### config.mk
export PLATFORM = sky130hd
export DESIGN_NAME = serial_adder
export DESIGN_NICKNAME = d
export VERILOG_FILES = /design/src/rtl/serial_adder.sv
export SDC_FILE = /design/constraint.sdc
export NUM_CORES = 1
export LEC_CHECK = 0
export BUFFER_PORTS_ARGS = -buffer_cell sky130_fd_sc_hd__buf_2
export CORE_AREA = 2 2 52 66
export DETAILED_ROUTE_END_ITERATION = 10
export DIE_AREA = 0 0 54 68
export GPL_TIMING_DRIVEN = 0
export PLACE_DENSITY = 0.79
export SLEW_MARGIN = 5
export SYNTH_ARGS = -nofsm -noshare
export SYNTH_HDL_FRONTEND = slang
export SYNTH_SLANG_ARGS = --single-unit
### constraint.sdc
create_clock -name clk -period 2.9 [get_ports clk]
set_input_delay 0.145 -clock clk [delete_from_list [all_inputs] [get_ports clk]]
set_output_delay 0.145 -clock clk [all_outputs]
set_load 0.01 [all_outputs]
### src/rtl/serial_adder.sv
// Bit-serial adder controller: streams LSB-first bit pairs through an external
// combinational full adder, recirculating its carry and collecting its sum bits.
module serial_adder #(
    parameter int WIDTH = 8
) (
    input  logic             clk,
    input  logic             rst_n,
    input  logic             start,
    input  logic [WIDTH-1:0] a,
    input  logic [WIDTH-1:0] b,
    input  logic             cin,
    output logic             fa_a,
    output logic             fa_b,
    output logic             fa_cin,
    input  logic             fa_so,
    input  logic             fa_cout,
    output logic             busy,
    output logic             done,
    output logic [WIDTH-1:0] sum,
    output logic             cout
);

    localparam int CW = $clog2(WIDTH + 1);

    typedef enum logic [1:0] {
        IDLE  = 2'd0,
        SHIFT = 2'd1,
        DONE  = 2'd2
    } state_t;

    state_t           state;
    logic [WIDTH-1:0] areg;
    logic [WIDTH-1:0] breg;
    logic [WIDTH-1:0] sreg;
    logic             carry;
    logic [CW-1:0]    cnt;
    logic [WIDTH-1:0] sreg_next;

    // The final edge must publish the sum including the bit returned this cycle.
    assign sreg_next = {fa_so, sreg[WIDTH-1:1]};

    always_ff @(posedge clk or negedge rst_n) begin
        if (!rst_n) begin
            state <= IDLE;
            areg  <= '0;
            breg  <= '0;
            sreg  <= '0;
            carry <= 1'b0;
            cnt   <= '0;
            sum   <= '0;
            cout  <= 1'b0;
        end else begin
            case (state)
                IDLE, DONE: begin
                    if (start) begin
                        areg  <= a;
                        breg  <= b;
                        carry <= cin;
                        cnt   <= '0;
                        state <= SHIFT;
                    end else begin
                        state <= IDLE;
                    end
                end
                SHIFT: begin
                    areg  <= areg >> 1;
                    breg  <= breg >> 1;
                    sreg  <= sreg_next;
                    carry <= fa_cout;
                    cnt   <= cnt + CW'(1);
                    if (cnt == CW'(WIDTH - 1)) begin
                        sum   <= sreg_next;
                        cout  <= fa_cout;
                        state <= DONE;
                    end
                end
                default: state <= IDLE;
            endcase
        end
    end

    assign busy   = (state == SHIFT);
    assign done   = (state == DONE);
    assign fa_a   = busy & areg[0];
    assign fa_b   = busy & breg[0];
    assign fa_cin = busy & carry;

endmodule
* Yosys cells after proc, flatten, opt, wreduce, memory -nomap -nowiden
Cells that the tools add are included.
** Operators by class
- Muxes and demuxes :: 11
- Equal/unequal tests :: 5
- Bitwise logic cells :: 3
- Reductions and logical operators :: 5
- Add/sub/neg operators :: 1
** Operators with widths (number)
- $pmux W8 S2 :: 2
- $mux W8 :: 2
- $pmux W4 S2 :: 1
- $add A4 B1 Y4 const B :: 1
- $eq A4 B3 Y1 const B :: 1
- $mux W4 :: 1
- $pmux W2 S2 :: 1
- $reduce_and A2 Y1 :: 2
- $and A1 B1 Y1 :: 3
- $eq A2 B1 Y1 const B :: 1
- $eq A2 B2 Y1 const B :: 1
- $logic_not A2 Y1 :: 1
- $mux W1 :: 2
- $mux W2 :: 1
- $ne A2 B1 Y1 const B :: 1
- $ne A2 B2 Y1 const B :: 1
- $pmux W1 S2 :: 1
- $reduce_bool A2 Y1 :: 1
- $reduce_or A2 Y1 :: 1
** Storage, ports and cells
- Output and inout bits :: 14
- Input bits :: 22
- Bits in registers :: 40

* Depth between registers and ports, before layout
- Word-level depth :: 4
- Depth in mapped cells :: 5
- Depth with buffers taken out :: 4

* Worst setup path before layout
No wires, ideal clock.
- Path kind :: reg2reg
- Start :: reg state[1]
- End :: reg cout
- Path slack :: 1.484 ns
- Stages on the path, launching flop included :: 6
- Library setup time :: 0.125 ns
- Arrival time :: 1.292 ns
- Period minus slack after synthesis :: 1.416 ns
- Data required time :: 2.775 ns
- Buffers on the path :: 2
- Cells stage by stage :: dfrtp_1 > and2b_1 > buf_6 > nor3b_2 > buf_6 > mux2_2
** Between the ends
- Longest elaborated chain between the ends :: 2
** Ends and longest elaborated chain
- from (decl) :: line 31 : state_t state;
- from (signal assigned) :: line 44 : state <= IDLE;
- from (signal assigned) :: line 60 : state <= SHIFT;
- from (signal assigned) :: line 62 : state <= IDLE;
- $eq A2 B1 Y1 :: line 53 : case (state)
- $reduce_and A2 Y1 (no source line)
- to (signal assigned) :: line 73 : cout <= fa_cout;
- to (decl) :: line 20 : output logic cout
No other way between the ends.
A chain may end at the register's enable or synchronous reset.

* Worst setup path in the final report
- Start :: reg state[1]
- End :: out fa_cin
** Between the ends
- Longest elaborated chain between the ends :: 2
** Ends and longest elaborated chain
- $eq A2 B1 Y1 :: line 82 : assign busy = (state == SHIFT);
- $and A1 B1 Y1 :: line 86 : assign fa_cin = busy & carry;
- to (decl) :: line 14 : output logic fa_cin,
No other way between the ends.

==> out/metrics.yaml <==
floorplanning:
  fp.dieH_um: 68
  core_area_sq_um: 3108
  num_rows: 23
  num_io_pins: 36
  fp.dieW_um: 54
  initial_core_util: 0.5242
  dieArea_sq_um: 3672
place:
  pre_cts_ws_ps: 1364
  io_buffer_count: 35
  place_hpwl_mm: 2.105
  gp_congestion: 0.7095
sta:
  min_period_over_period: 0.5619
  holdWs_ps: 85.79
  max_freq_mhz: 613.7
  setup-tns-final_ps: 0
  final-setup-viol-count: 0
  post-route-min-period_ps: 1629
  fin_ws_ps: 1271
  tightest_slew_ps: 834.3
  drv_slew: 0
  skew_ps: 4.012
  hold_viol: 0
  slew_headroom: 0.4438
  rsz0062_at_grt: "false"
worst_setup_path:
  critPathMaxFanout: 10
  reg2reg_from: "state[1]$_DFFE_PN0P_"
  crit_start: "state[1]$_DFFE_PN0P_"
  critPathKind: "reg2out"
  crit_required_ps: 2760
  arrival_ps: 1480
  start_kind: "flip-flop"
  crit_path_end_kind: "output port"
  ff2ff_path_depth: 5
yosys:
  netlist_area_sq_um: 1629
  syn_inst: 116
  synth_seq_cells: 39
  synth.yosys.warnings: 0
  ys_types: 17
  synth.net_count: 139
  ys_seq_area_frac: 0.5991
  synth_area_per_cell_sq_um: 14.04
grt:
  grt-ovfl-total: 0
  antenna_found_initial: 0
  grt_max_degree: 40
  grt_use_total: 0.1833
  grt_pass1_wl_mm: 4.761
  grt_pass1_vias: 1093
status:
  status: "completed"
drt:
  avgViaCountPerCell: 5.546
  met1_length_mm: 1.313
  met2WireLength_mm: 1.459
  wirelength_mm: 2.965
  antenna_left: 0
  wl_per_cell_um: 15.13
  maxUsedRoutingLayer: "met4"
  dr.pass1.iters: 4
  vias: 1087
  met3_length_um: 142
  drt_iter0_drc: 9
  drc: 0
power_and_ir_drop:
  pwr-share-seq: 0.433
  power.switching_mw: 0.7222
  clock_power_share: 0.162
  sw_frac_of_total: 0.3277
  p_int_mw: 1.482
  comb_power_share: 0.405
  powerDensity_nw_per_um2: 1131
  p_leak_nw: 1.023
  peakVddDrop_mv: 0.7120
clock_network:
  cts.sinks: 39
  clock-root-buffer: "clkbuf_8"
  cts_tree: "yes"
  clkTransAtPathRegs_ps: 70
  cts_buffers: 5
  post_cts_resize_count: 0
  clkLatencyLatePin_ps: 280
  clock_path_buffers: 2
  h-tree-depth: 2
hold_path:
  hold_path.class: "in2reg"
  whs_path_depth: 2
  hp-start: "a[7]"
cells_and_area:
  area_growth_pct: 19.59
  drive_gt1_frac: 0.4340
  antennaDiodeCount: 0
  final_nets: 182
flow_run:
  drv_cap: 0
## power groups by stage
stage / registers (mW) / clock network, mW / logic, mW
global route: 0.985 / 0.386 / 0.984
global placement: 0.945 / 0 / 0.862
floorplan: 0.958 / 0 / 0.635
finish: 0.955 / 0.356 / 0.892
CTS: 0.955 / 0.369 / 0.910
detailed placement: 0.963 / 0 / 0.905
## cells in the mapped netlist
| master | instances | area share |
|---|---|---|
| a22o_1 | 19 | 0.10 |
| nand4_1 | 1 | 0.0038 |
| and2b_1 | 1 | 0.0046 |
| buf_6 | 2 | 0.014 |
| nor3b_2 | 1 | 0.0077 |
| buf_2 | 6 | 0.018 |
| mux2_2 | 17 | 0.12 |
| nor2_4 | 1 | 0.0069 |
| o21ai_0 | 1 | 0.0031 |
| mux2i_1 | 2 | 0.012 |
| nor2b_1 | 3 | 0.012 |
| ha_1 | 1 | 0.0077 |
| nand2b_1 | 1 | 0.0038 |
| and2_1 | 3 | 0.012 |
| nand2_1 | 3 | 0.0069 |
| a21o_1 | 15 | 0.069 |
| dfrtp_1 | 39 | 0.60 |
## cells in the final DEF (no fill, tap or decap), drive strengths merged
cell type,n
dfrtp,39
a21o,15
nand2b,1
o21ai,1
clkinv,1
mux2i,2
and2,3
nor2b,3
dlygate4sd3,1
nand2,3
a22o,19
nand4,1
mux2,17
clkbuf,6
and2b,1
nor2,1
nor3b,1
buf,43
ha,1
## per-stage QoR
step           cells  total power [mW]  utilization  area [sq um]
2_1_floorplan    116             1.593            -          1629
3_5_place_dp     188             1.868       0.5954          1851
3_3_place_gp     188             1.807       0.5954          1851
6_report         196             2.204       0.6268          1948
5_1_grt          196             2.355       0.6268          1948
4_1_cts          196             2.233       0.6268          1948
## final timing paths
check	end	slack [ps]
max in group asynchronous	areg[0]$_DFFE_PN0P_	1880
setup / recovery	fa_cin	1270
hold / removal	areg[7]$_DFFE_PN0P_	90
setup reg to reg	sum[5]$_DFFE_PN0P_	1380
min in group asynchronous	breg[2]$_DFFE_PN0P_	500
hold reg to reg	carry$_DFFE_PN0P_	480
## worst max-delay path, stage by stage, from the launching register on
cell and delay [ps]:
dfrtp_1 370, and2b_1 210, buf_6 130, buf_2 220, and2_1 160, buf_2 120
## state kept, by name, indices dropped and copies added (netlist names)
name / flops
areg: 8
sum: 8
breg: 8
cnt: 4
state: 2
sreg: 7
carry: 1
cout: 1
## routing by layer
layer	vias to the layer above	track usage
li1	510	-
met1	540	0.2182
met2	30	0.3171
met3	7	0.03930
met4	0	0.07500
met5	-	0
## cells by family (layout without fill, tap and decap cells)
logic type / Yosys count / count (layout) / share of synthesized area
simple gates: 14 / 14 / 0.05684
buf+inv: 8 / 51 / 0.03226
flops: 39 / 39 / 0.5991
compound gates: 35 / 35 / 0.1743
fa+ha+maj: 1 / 1 / 0.007679
mux: 19 / 19 / 0.1298
## area by class of cell
cell class,instances,area (sq um)
fill,257,1160
clock buffer,6,82.58
clock inverter,1,5.005
buffer,8,52.55
multi-input combinational,69,600.6
tap,37,46.29
sequential,39,975.9
timing repair buffer,36,185.2
## what timing repair did
action,in CTS,in global routing
endpoints found under the hold margin,39,0
hold buffers,1,0
setup buffers,0,0
No activity file was read; power rests on OpenSTA's default activity.
